## src/rtl/pc_gen.sv

```systemverilog
// pc_gen - fetch program-counter generator.
//
// Picks the next fetch PC by fixed priority: trap vector, execute-stage
// redirect, stall (hold), return-address-stack prediction, then sequential
// increment. It also keeps a circular return-address stack (RAS) and flags
// the first PC fetched after a trap or redirect.
//
// Build option: define PC_RAS_EN to compile in the RAS. Without it, no RAS
// storage exists, call_in/ret_in are ignored and ras_count_out reads 0.
//
// Ports
//   clk            clock, all state on rising edge
//   rst            synchronous active-low reset
//   pc_en          advance enable (low = fetch stall)
//   trap_in        take trap (beats pc_en)
//   redirect_in    branch/jump resolution from execute (beats pc_en)
//   redirect_pc_in redirect target
//   call_in        instruction at pc_out is a call
//   ret_in         instruction at pc_out is a return
//   pc_out         current fetch PC (registered)
//   flush_out      pc_out is the first PC after a trap/redirect (registered)
//   ras_count_out  number of valid RAS entries
module pc_gen #(
    parameter int                  PC_WIDTH     = 32,
    parameter logic [PC_WIDTH-1:0] RESET_PC_VAL = '0,
    parameter logic [31:0]         TRAP_VEC     = 32'h0000_0100,
    parameter int                  INC          = 4,
    parameter int                  RAS_DEPTH    = 4
) (
    input  logic                           clk,
    input  logic                           rst,
    input  logic                           pc_en,
    input  logic                           trap_in,
    input  logic                           redirect_in,
    input  logic [PC_WIDTH-1:0]            redirect_pc_in,
    input  logic                           call_in,
    input  logic                           ret_in,
    output logic [PC_WIDTH-1:0]            pc_out,
    output logic                           flush_out,
    output logic [$clog2(RAS_DEPTH+1)-1:0] ras_count_out
);

    localparam int                  CNT_W   = $clog2(RAS_DEPTH + 1);
    localparam logic [PC_WIDTH-1:0] TRAP_PC = PC_WIDTH'(TRAP_VEC);
    localparam logic [PC_WIDTH-1:0] INC_PC  = PC_WIDTH'(INC);

    logic [PC_WIDTH-1:0] pc_seq;
    logic [PC_WIDTH-1:0] pc_nxt;
    logic [PC_WIDTH-1:0] ras_top;
    logic                ras_hit;
    logic                advance;

    // Wraps modulo 2^PC_WIDTH; this is also the return address pushed on a call.
    assign pc_seq  = pc_out + INC_PC;
    // A normal fetch step: the only case in which the RAS may change.
    assign advance = pc_en & ~trap_in & ~redirect_in;

`ifdef PC_RAS_EN
    localparam int PTR_W = $clog2(RAS_DEPTH);

    logic [PC_WIDTH-1:0] ras_mem [RAS_DEPTH];
    logic [PTR_W-1:0]    top_ptr;
    logic [PTR_W-1:0]    top_inc;
    logic [PTR_W-1:0]    top_dec;
    logic [CNT_W-1:0]    ras_cnt;
    logic                ras_nonempty;
    logic                ras_full;
    logic                push;
    logic                pop;
    logic                swap;

    assign ras_nonempty = (ras_cnt != '0);
    assign ras_full     = (ras_cnt == CNT_W'(RAS_DEPTH));
    assign top_inc      = top_ptr + PTR_W'(1);
    assign top_dec      = top_ptr - PTR_W'(1);

    // call+ret on an empty stack degenerates to a plain push; on a non-empty
    // stack it predicts from the old top and overwrites it in place.
    assign push = advance & call_in & (~ret_in | ~ras_nonempty);
    assign pop  = advance & ret_in & ~call_in & ras_nonempty;
    assign swap = advance & call_in & ret_in & ras_nonempty;

    assign ras_hit = ret_in & ras_nonempty;
    assign ras_top = ras_mem[top_ptr];

    // Entry storage carries no reset; contents are meaningless until pushed.
    always_ff @(posedge clk) begin
        if (push) begin
            ras_mem[top_inc] <= pc_seq;
        end else if (swap) begin
            ras_mem[top_ptr] <= pc_seq;
        end
    end

    // Circular pointer: a push when full simply laps onto the oldest entry.
    always_ff @(posedge clk) begin
        if (!rst) begin
            top_ptr <= '0;
            ras_cnt <= '0;
        end else if (push) begin
            top_ptr <= top_inc;
            if (!ras_full) begin
                ras_cnt <= ras_cnt + CNT_W'(1);
            end
        end else if (pop) begin
            top_ptr <= top_dec;
            ras_cnt <= ras_cnt - CNT_W'(1);
        end
    end

    assign ras_count_out = ras_cnt;
`else
    logic ras_unused;

    assign ras_unused    = &{1'b0, call_in, ret_in};
    assign ras_hit       = 1'b0;
    assign ras_top       = '0;
    assign ras_count_out = '0;
`endif

    // Next-PC priority mux.
    always_comb begin
        pc_nxt = pc_seq;
        if (trap_in) begin
            pc_nxt = TRAP_PC;
        end else if (redirect_in) begin
            pc_nxt = redirect_pc_in;
        end else if (!pc_en) begin
            pc_nxt = pc_out;
        end else if (ras_hit) begin
            pc_nxt = ras_top;
        end
    end

    always_ff @(posedge clk) begin
        if (!rst) begin
            pc_out    <= RESET_PC_VAL;
            flush_out <= 1'b0;
        end else begin
            pc_out    <= pc_nxt;
            flush_out <= trap_in | redirect_in;
        end
    end

endmodule

```

## config.mk

```make
export PLATFORM = sky130hd
export DESIGN_NAME = pc_gen
export DESIGN_NICKNAME = d
export VERILOG_FILES = /design/src/rtl/pc_gen.sv
export SDC_FILE = /design/constraint.sdc
export NUM_CORES = 1
export LEC_CHECK = 0
export CAP_MARGIN = 10
export CORE_MARGIN = 8
export CORE_UTILIZATION = 40
export DETAILED_ROUTE_END_ITERATION = 6
export PLACE_DENSITY_LB_ADDON = 0.05
export SETUP_SLACK_MARGIN = 0.4
export SLEW_MARGIN = 10
export SYNTH_ARGS = -nofsm -noshare
export SYNTH_HDL_FRONTEND = slang
export SYNTH_SLANG_ARGS = --single-unit
```

## constraint.sdc

```tcl
create_clock -name clk -period 2.8 [get_ports clk]
set_input_delay 0.28 -clock clk [delete_from_list [all_inputs] [get_ports clk]]
set_output_delay 0.28 -clock clk [all_outputs]
set_load 0.005 [all_outputs]
```

==> out/metrics.yaml, run 1 <==
synth-seq-cells: 33
totalWireLength_mm: 5.36
leakage_nw: 0.851
ant_nets: 0
slew_violations: 0
outcome: "complete, no violations"
vias_per_cell: 5.54
relSlewSlack_pct: 63.6
drt_iter0_markers: 69
synth_edf_count: 0
hold_viol: 0
post_cts_buffers: 0
yosysTopAreaCellShare_pct: 34.0
p_seq_share_pct: 45.0
path_clk_slew_ns: 0.07
die_area_sq_um: 7340
synthCells: 237
fmax_ghz: 0.481
cts_tree: "yes"
endpoint: "pc_out[22]"
crit_path_end_kind: "flip-flop"
core_region_area_sq_um: 4690
skew_ns: 0.00635
cp_data_arrival_time_ns: 2.29
start_util_pct: 41.4
fp-row-count: 25
rr_endpoint: "pc_out[22]"
critPathRequiredTime_ns: 3.02
holdWs_ns: 0.501
dp_hpwl_mm: 3.96
r2r_start: "pc_out[2]"
fillers: 445
numCtsBuffers: 5
critical_path.startpoint: "pc_out[2]"
grt_pass1_vias: 1860
crit_fanout: 11
die_h_microns: 85.7
drtPass1Iterations: 4
clock-root-buffer: "clkbuf_8"
synth_area_sq_um: 1940
grt_overflow: 0
cts_max_level: 2
peakVddDrop_mv: 0.229
powerDensity_nw_per_um2: 425
r2r_cells: 5
route.vias.total: 1955
seq_area_sq_um: 661
synth.largest_area_cell: "dfxtp_1"
yosysUniqueCellTypes: 40
area_growth_pct: 39.6
ys_async_sr_fraction_pct: 0
setup_violations: 0
grt_usage_pct: 14.9
clk_latency_ns: 0.29
cts_resized: 0
criticalPathCategory: "flip-flop to flip-flop"
hold_path_class: "flip-flop to flip-flop"
synth_seq_area_share_pct: 34.0
tightest_slew_ns: 0.544
grt_antenna_before_repair: 0
n_antenna_cell: 0
num-nets-final: 338
ctsLongestPathBuffers: 2
p_int_mw: 0.884
ios: 75
synth.avg_cell_area_sq_um: 8.19
postCtsHoldBufs: 0
multiInputGateArea_sq_um: 1140
clkSinkCount: 33
finish.utilization_pct: 57.7
cp-start-kind: "flip-flop"
grt_max_degree: 48
drc: 0
die_w_microns: 85.7
finalCritPeriodShare_pct: 74.2
yosysMostFrequentCell: "dfxtp_1"
fin_setup_tns_ns: 0
max_cap_violations: 0
port-buffer-count: 69
grt_pass1_wl_mm: 8.92
synth.top_cells.by_area: "dfxtp_1, o21ai_0, nand4_1, xnor2_1, o31ai_1"
p_switching_mw: 0.266
post-route-min-period_ns: 2.08
post_route_cells_drive_above_1_share_pct: 5.35
r2r_slack_ns: 0.72
rsz0062_at_grt: "false"
ys_warn_count: 0
power_mw: 1.15
p_sw_share_pct: 23.1
gp_congestion: 0.745
ys.flop_type: "dfxtp_1"
avgRoutedWirePerCell_microns: 15.2
comb_power_share_pct: 14.2
yosys-top-cells-count: "dfxtp_1, o21ai_0, nand2_1"
p_clk_share_pct: 40.8
worst min path at each step:
stage           endpoint  slack, ns  depth (start not counted)
2_1_floorplan  flush_out       0.39                          1
3_3_place_gp   flip-flop       0.47                          2
3_5_place_dp   flip-flop       0.49                          2
4_1_cts        flip-flop       0.51                          2
5_1_grt        pc_out[5]       0.55                          3
6_report       flip-flop       0.50                          2
metrics by stage:
stage / area, sq um / instances / setup slack (ns)
detailed placement: 2590 / 345 / 0.450
global placement: 2590 / 345 / 0.451
floorplan: 1950 / 239 / 0.938
finish: 2710 / 353 / 0.721
global route: 2710 / 353 / 0.587
CTS: 2710 / 353 / 0.731
routing by layer:
| metal | GRT usage [%] | routed length, microns | vias to the layer above |
|---|---|---|---|
| met2 | 23.2 | 2370 | 50 |
| met1 | 18.3 | 2540 | 882 |
| met4 | 5.10 | 61 | 0 |
| met3 | 5.73 | 389 | 6 |
| li1 | - | - | 1017 |
| met5 | 0 | 0 | - |
flip-flops by register name, indices dropped and copies added, names as in the netlist, named ones only:
name       flops
pc_out        30
flush_out      1
cell usage in the layout (no fill, tap or decap), types with 2 or more instances in the layout:
cell type and count:
nand4_1 16, a311oi_1 6, nor4_1 6, a211oi_1 2, mux2i_1 3, buf_4 3, clkdlybuf4s50_1 69, nor2_1 9
and3_1 3, xnor2_1 10, nand3_1 5, nor3b_1 6, o21ai_0 25, conb_1 3, and4_1 3, a31oi_1 10
nor2b_1 6, or4_1 7, a21oi_1 12, clkbuf_8 6, inv_1 3, nor3_1 6, or2_1 2, or3_1 2
nand2_1 19, dfxtp_1 33, o31ai_1 10
final cells by class:
cell class                 instances  share of cell area (%)
timing repair buffer              72                    26.3
inverter                           3                   0.416
clock buffer                       7                    3.19
sequential                        33                    24.4
clock inverter                     1                    1.11
tap                               54                    2.49
multi-input combinational        183                    42.1
power groups by stage:
stage | sequential (mW) | clock [mW] | combinational [mW]
5_1_grt | 0.523 | 0.504 | 0.180
4_1_cts | 0.518 | 0.480 | 0.166
3_5_place_dp | 0.528 | 0 | 0.165
6_report | 0.518 | 0.469 | 0.163
2_1_floorplan | 0.525 | 0 | 0.0665
3_3_place_gp | 0.528 | 0 | 0.164
cells by family after synthesis:
kind of cell / count (synthesis) / synth area share, %
AO/OA/AOI/OAI: 67 / 20.9
XOR/XNOR: 11 / 4.96
adder cells (fa/ha/maj): 1 / 0.645
buffers and inverters: 23 / 7.61
flip-flops: 33 / 34.0
multiplexers: 3 / 1.55
other: 1 / 0.193
AND/OR/NAND/NOR: 98 / 30.1
critical path, cell delays in order (launching register included):
cell	delay [ns]
dfxtp_1	0.45
ha_1	0.30
nand3_2	0.18
or2_1	0.39
or4_1	0.54
a31oi_1	0.16
Note: power is estimated with default switching activity, not from simulation.
==> run 2: changes to the inputs <==
- clock period: 2.8 -> 1.7 ns (I/O delays scaled with it)
==> out/metrics.yaml, run 2 (synthesized netlist as in run 1, its figures left out) <==
largest_reg_flops: 30  # unchanged
ant_nets: 0  # unchanged
avgRoutedWirePerCell_microns: 17.1  # +13%
crit_path_end_kind: "flip-flop"
clkSinkCount: 33  # unchanged
endpoint: "pc_out[22]"
vias_per_cell: 5.65  # +2.1%
mostFrequentLayoutCells: "buf_4, clkdlybuf4s50_1, dlygate4sd2_1, o21ai_0, nand2_1"
cts_tree: "yes"
num-nets-final: 396  # +17%
post_route_cells_drive_above_1_share_pct: 34.5  # +29 points
grt_overflow: 0  # unchanged
r2r_slack_ns: 0.15  # -0.57 ns
grt_usage_pct: 18.5  # +3.6 points
multiInputGateArea_sq_um: 1410  # +24%
drtPass1Iterations: 6  # +2
criticalPathCategory: "flip-flop to flip-flop"
finalCritPeriodShare_pct: 91.3  # +17 points
core_region_area_sq_um: 4690  # unchanged
p_clk_share_pct: 33.7  # -7.1 points
clock-root-buffer: "clkbuf_8"
ios: 75  # unchanged
finish.utilization_pct: 74.4  # +17 points
holdWs_ns: 0.421  # -0.0801 ns
grt_antenna_before_repair: 0  # unchanged
post-route-min-period_ns: 1.55  # -0.527 ns
totalWireLength_mm: 7.05  # +31%
hold_viol: 0  # unchanged
path_clk_slew_ns: 0.07  # about the same
skew_ns: 0.00195  # -0.00440 ns
postCtsHoldBufs: 0  # unchanged
ctsLongestPathBuffers: 2  # unchanged
cp_data_arrival_time_ns: 1.78  # -0.51 ns
die_area_sq_um: 7340  # unchanged
grt_pass1_vias: 2332  # +25%
powerDensity_nw_per_um2: 508  # +20%
drt_iter0_markers: 152  # +120%
r2r_cells: 5  # unchanged
leakage_nw: 1.46  # +71%
r2r_start: "pc_out[3]"
clk_latency_ns: 0.29  # about the same
fillers: 359  # -19%
top_regs: "pc_out: 30 flops, flush_out: 1 flops"
top_register: "pc_out"
p_sw_share_pct: 27.1  # +4.0 points
fp-row-count: 25  # unchanged
critPathRequiredTime_ns: 1.93  # -1.09 ns
n_antenna_cell: 0  # unchanged
setup_violations: 0  # unchanged
outcome: "complete, no violations"
slew_violations: 0  # unchanged
hold_path_class: "input pin to flip-flop"
start_util_pct: 41.4  # unchanged
area_growth_pct: 79.8
die_w_microns: 85.7  # unchanged
cp-start-kind: "flip-flop"
port-buffer-count: 69  # unchanged
p_seq_share_pct: 47.3  # +2.3 points
place_ws_ns: -0.249  # -0.698 ns
critical_path.startpoint: "pc_out[3]"
grt_pass1_wl_mm: 11.0  # +24%
crit_fanout: 7  # -4
die_h_microns: 85.7  # unchanged
fin_ws_ns: 0.148  # -0.573 ns
layout_commonest_cell: "buf_4"
p_int_mw: 1.29  # +46%
gp_congestion: 0.806  # +8.3%
rr_endpoint: "pc_out[22]"
rsz0062_at_grt: "true"
dp_hpwl_mm: 4.42  # +12%
numCtsBuffers: 5  # unchanged
fmax_ghz: 0.644  # +34%
max_cap_violations: 0  # unchanged
comb_power_share_pct: 19.0  # +4.8 points
grt_max_degree: 37  # -23%
drc: 0  # unchanged
route.vias.total: 2323  # +19%
cts_max_level: 2  # unchanged
p_switching_mw: 0.481  # +81%
seq_area_sq_um: 709  # +7.4%
peakVddDrop_mv: 0.373  # +63%
## run 2: cell type report
| type | instances | share of cell area (%) |
|---|---|---|
| repair buffers | 129 | 34.7 |
| multi-input cells | 184 | 40.4 |
| well taps | 54 | 1.94 |
| flip-flops and latches | 33 | 20.3 |
| inverters | 3 | 0.323 |
| clock buffers | 8 | 2.29 |
## run 2: timing repair
item	4_1_cts	5_1_grt
setup endpoints to repair	55	32
pin swaps	30	32
gates resized for setup	88	19
endpoints found under the hold margin	0	0
setup buffers	19	10
gates cloned	1	0
## run 2: routing by layer
layer	wire (microns)	GRT usage, %
met5	0	0
met3	405	5.06
met4	127	6.05
met2	3560	30.7
met1	2950	22.5
## run 2: worst max-delay path, stage by stage, from the launching register on
cell,delay (ns)
dfxtp_4,0.39
ha_4,0.15
nand3_4,0.07
or2_4,0.27
or4_1,0.47
a31oi_1,0.13
## run 2: power by group through the flow
stage	registers [mW]	logic (mW)	clock network, mW
after global routing	0.843	0.367	0.642
after detailed placement	0.860	0.312	0
after CTS	0.837	0.319	0.594
after floorplan	0.865	0.110	0
final	0.839	0.336	0.598
after global placement	0.859	0.310	0
## run 2: per-stage QoR
stage | instance area [sq um] | cells | setup TNS (ns) | power, mW
after floorplan | 2000 | 239 | 0 | 0.975
after global placement | 2870 | 373 | -1.73 | 1.17
after detailed placement | 2870 | 373 | -2.06 | 1.17
after CTS | 3310 | 401 | 0 | 1.75
after global routing | 3490 | 411 | 0 | 1.85
final | 3490 | 411 | 0 | 1.77
## run 2: how the worst min path moves through the flow
| stage | start | to | cells past startpoint |
|---|---|---|---|
| floorplan | trap_in | flush_out | 1 |
| CTS | redirect_pc_in[5] | pc_out[5] | 3 |
| finish | redirect_pc_in[5] | pc_out[5] | 3 |
| global placement | flip-flop | flip-flop | 2 |
| global route | redirect_pc_in[6] | pc_out[6] | 3 |
| detailed placement | flip-flop | flip-flop | 2 |
==> run 3: changes to the inputs <==
- CORE_ASPECT_RATIO: not set -> 1.4
==> out/metrics.yaml, run 3 (synthesized netlist as in run 1, its figures left out) <==
outcome: "complete, no violations"
leakage_nw: 1.45  # -0.70%
cp-start-kind: "flip-flop"
post-place-cells: 377  # +1.1%
slew_violations: 0  # unchanged
drc: 0  # unchanged
drtPass1Iterations: 4  # -2
power_mw: 1.75  # -1.4%
grt_antenna_before_repair: 0  # unchanged
fillers: 396  # +10%
placed_area_sq_um: 2830  # -1.1%
finish.utilization_pct: 71.7  # -2.7 points
numCtsBuffers: 5  # unchanged
post-route-min-period_ns: 1.54  # -0.0112 ns
ctsLongestPathBuffers: 2  # unchanged
clkSinkCount: 33  # unchanged
path_clk_slew_ns: 0.08  # about the same
grt_pass1_vias: 2476  # +6.2%
start_util_pct: 40.7  # -0.65 points
fmax_ghz: 0.649  # +0.73%
setup_violations: 0  # unchanged
num-nets-final: 386  # -2.5%
p_switching_mw: 0.471  # -2.0%
hold_viol: 0  # unchanged
vias_per_cell: 5.52  # -2.3%
n_antenna_cell: 0  # unchanged
port-buffer-count: 69  # unchanged
criticalPathCategory: "flip-flop to flip-flop"
totalWireLength_mm: 6.89  # -2.2%
grt_overflow: 0  # unchanged
die_h_microns: 98.4  # +15%
mostFrequentLayoutCells: "clkdlybuf4s50_1, buf_4, dlygate4sd2_1, o21ai_0, nand2_1"
clk_latency_ns: 0.29  # about the same
p_seq_share_pct: 48.0  # +0.7 points
top_register: "pc_out"
hold_path_class: "input pin to flip-flop"
cts_tree: "yes"
skew_ns: 0.0106  # +0.00870 ns
area_growth_pct: 76.1
route.vias.total: 2269  # -2.3%
die_w_microns: 74.9  # -13%
fp-row-count: 30  # +20%
grt_pass1_wl_mm: 11.4  # +2.9%
comb_power_share_pct: 18.5  # -0.5 points
ios: 75  # unchanged
peakVddDrop_mv: 0.438  # +17%
holdWs_ns: 0.430  # +0.00914 ns
cts_max_level: 2  # unchanged
avgRoutedWirePerCell_microns: 16.8  # -2.2%
ant_nets: 0  # unchanged
layout.cells.non_filler: 411  # unchanged
largest_reg_flops: 30  # unchanged
fin_setup_tns_ns: 0  # unchanged
multiInputGateArea_sq_um: 1390  # -1.6%
fin_ws_ns: 0.159  # +0.0112 ns
p_int_mw: 1.28  # -1.2%
seq_area_sq_um: 713  # +0.53%
dp_hpwl_mm: 4.51  # +2.0%
critPathRequiredTime_ns: 1.91  # -0.02 ns
grt_usage_pct: 19.1  # +0.55 points
post_route_cells_drive_above_1_share_pct: 32.6  # -1.9 points
top_regs: "pc_out: 30 flops, flush_out: 1 flops"
rsz0062_at_grt: "true"
max_cap_violations: 0  # unchanged
design_area_sq_um: 3420  # -2.1%
finalCritPeriodShare_pct: 90.7  # -0.66 points
drt_iter0_markers: 158  # +3.9%
core_region_area_sq_um: 4770  # +1.6%
cp_data_arrival_time_ns: 1.76  # -0.02 ns
p_clk_share_pct: 33.5  # -0.2 points
crit_path_end_kind: "flip-flop"
die_area_sq_um: 7370  # +0.44%
p_sw_share_pct: 27.0  # -0.15 points
place_ws_ns: -0.234  # +0.0149 ns
crit_fanout: 7  # unchanged
powerDensity_nw_per_um2: 511  # +0.67%
grt_max_degree: 48  # +30%
gp_congestion: 0.837  # +3.8%
layout_commonest_cell: "clkdlybuf4s50_1"
clock-root-buffer: "clkbuf_8"
## run 3: cell types whose count changed in the layout (fill, tap and decap cells not counted), moves of 2 or more
cell and delta:
clkinv_2 +2, buf_4 -9, nor3_2 -2, a311oi_1 +3, a311oi_2 -3, clkdlybuf4s50_1 -2
clkbuf_1 -2, dlymetal6s2s_1 +2, nor3_1 +2
## run 3: timing repair
item                                    CTS  global route
endpoints found under the setup margin   54            34
setup buffers                            22             2
gates cloned                              2             0
pin swaps                                22            31
resized for setup                        77            30
hold buffers                              0             0
endpoints found under the hold margin     0             0
## run 3: layout make-up
cell class                 count  share of cell area [%]
clock buffer                   6                    2.12
clock inverter                 2                   0.293
tap                           64                    2.34
multi-input combinational    184                    40.6
timing repair buffer         119                    33.4
sequential                    33                    20.9
inverter                       3                   0.330
## run 3: power groups by stage
stage | Combinational (mW) | Sequential (mW) | Clock [mW]
2_1_floorplan | 0.110 | 0.865 | 0
3_3_place_gp | 0.306 | 0.860 | 0
3_5_place_dp | 0.309 | 0.860 | 0
4_1_cts | 0.318 | 0.837 | 0.596
5_1_grt | 0.354 | 0.843 | 0.626
6_report | 0.324 | 0.838 | 0.586
## run 3: worst max-delay path, cell delays in order, from the launching register on
cell,delay (ns)
dfxtp_4,0.39
ha_4,0.15
nand3_4,0.06
or2_4,0.27
or4_4,0.47
a31oi_1,0.14
## run 3: final timing paths
kind                      from         end  slack, ns  cells after the start
max                  pc_out[2]  pc_out[22]       0.16                      5
min reg2reg          flip-flop   flip-flop       0.49                      2
min          redirect_pc_in[6]   pc_out[6]       0.43                      3
max reg2reg          pc_out[2]  pc_out[22]       0.16                      5
## run 3: metal layers
| layer | GRT usage [%] | vias up | wire length [microns] |
|---|---|---|---|
| li1 | - | 1110 | - |
| met1 | 19.4 | 1091 | 2620 |
| met2 | 35.3 | 58 | 3850 |
| met3 | 4.67 | 10 | 320 |
| met4 | 6.67 | 0 | 103 |
| met5 | 0 | - | 0 |
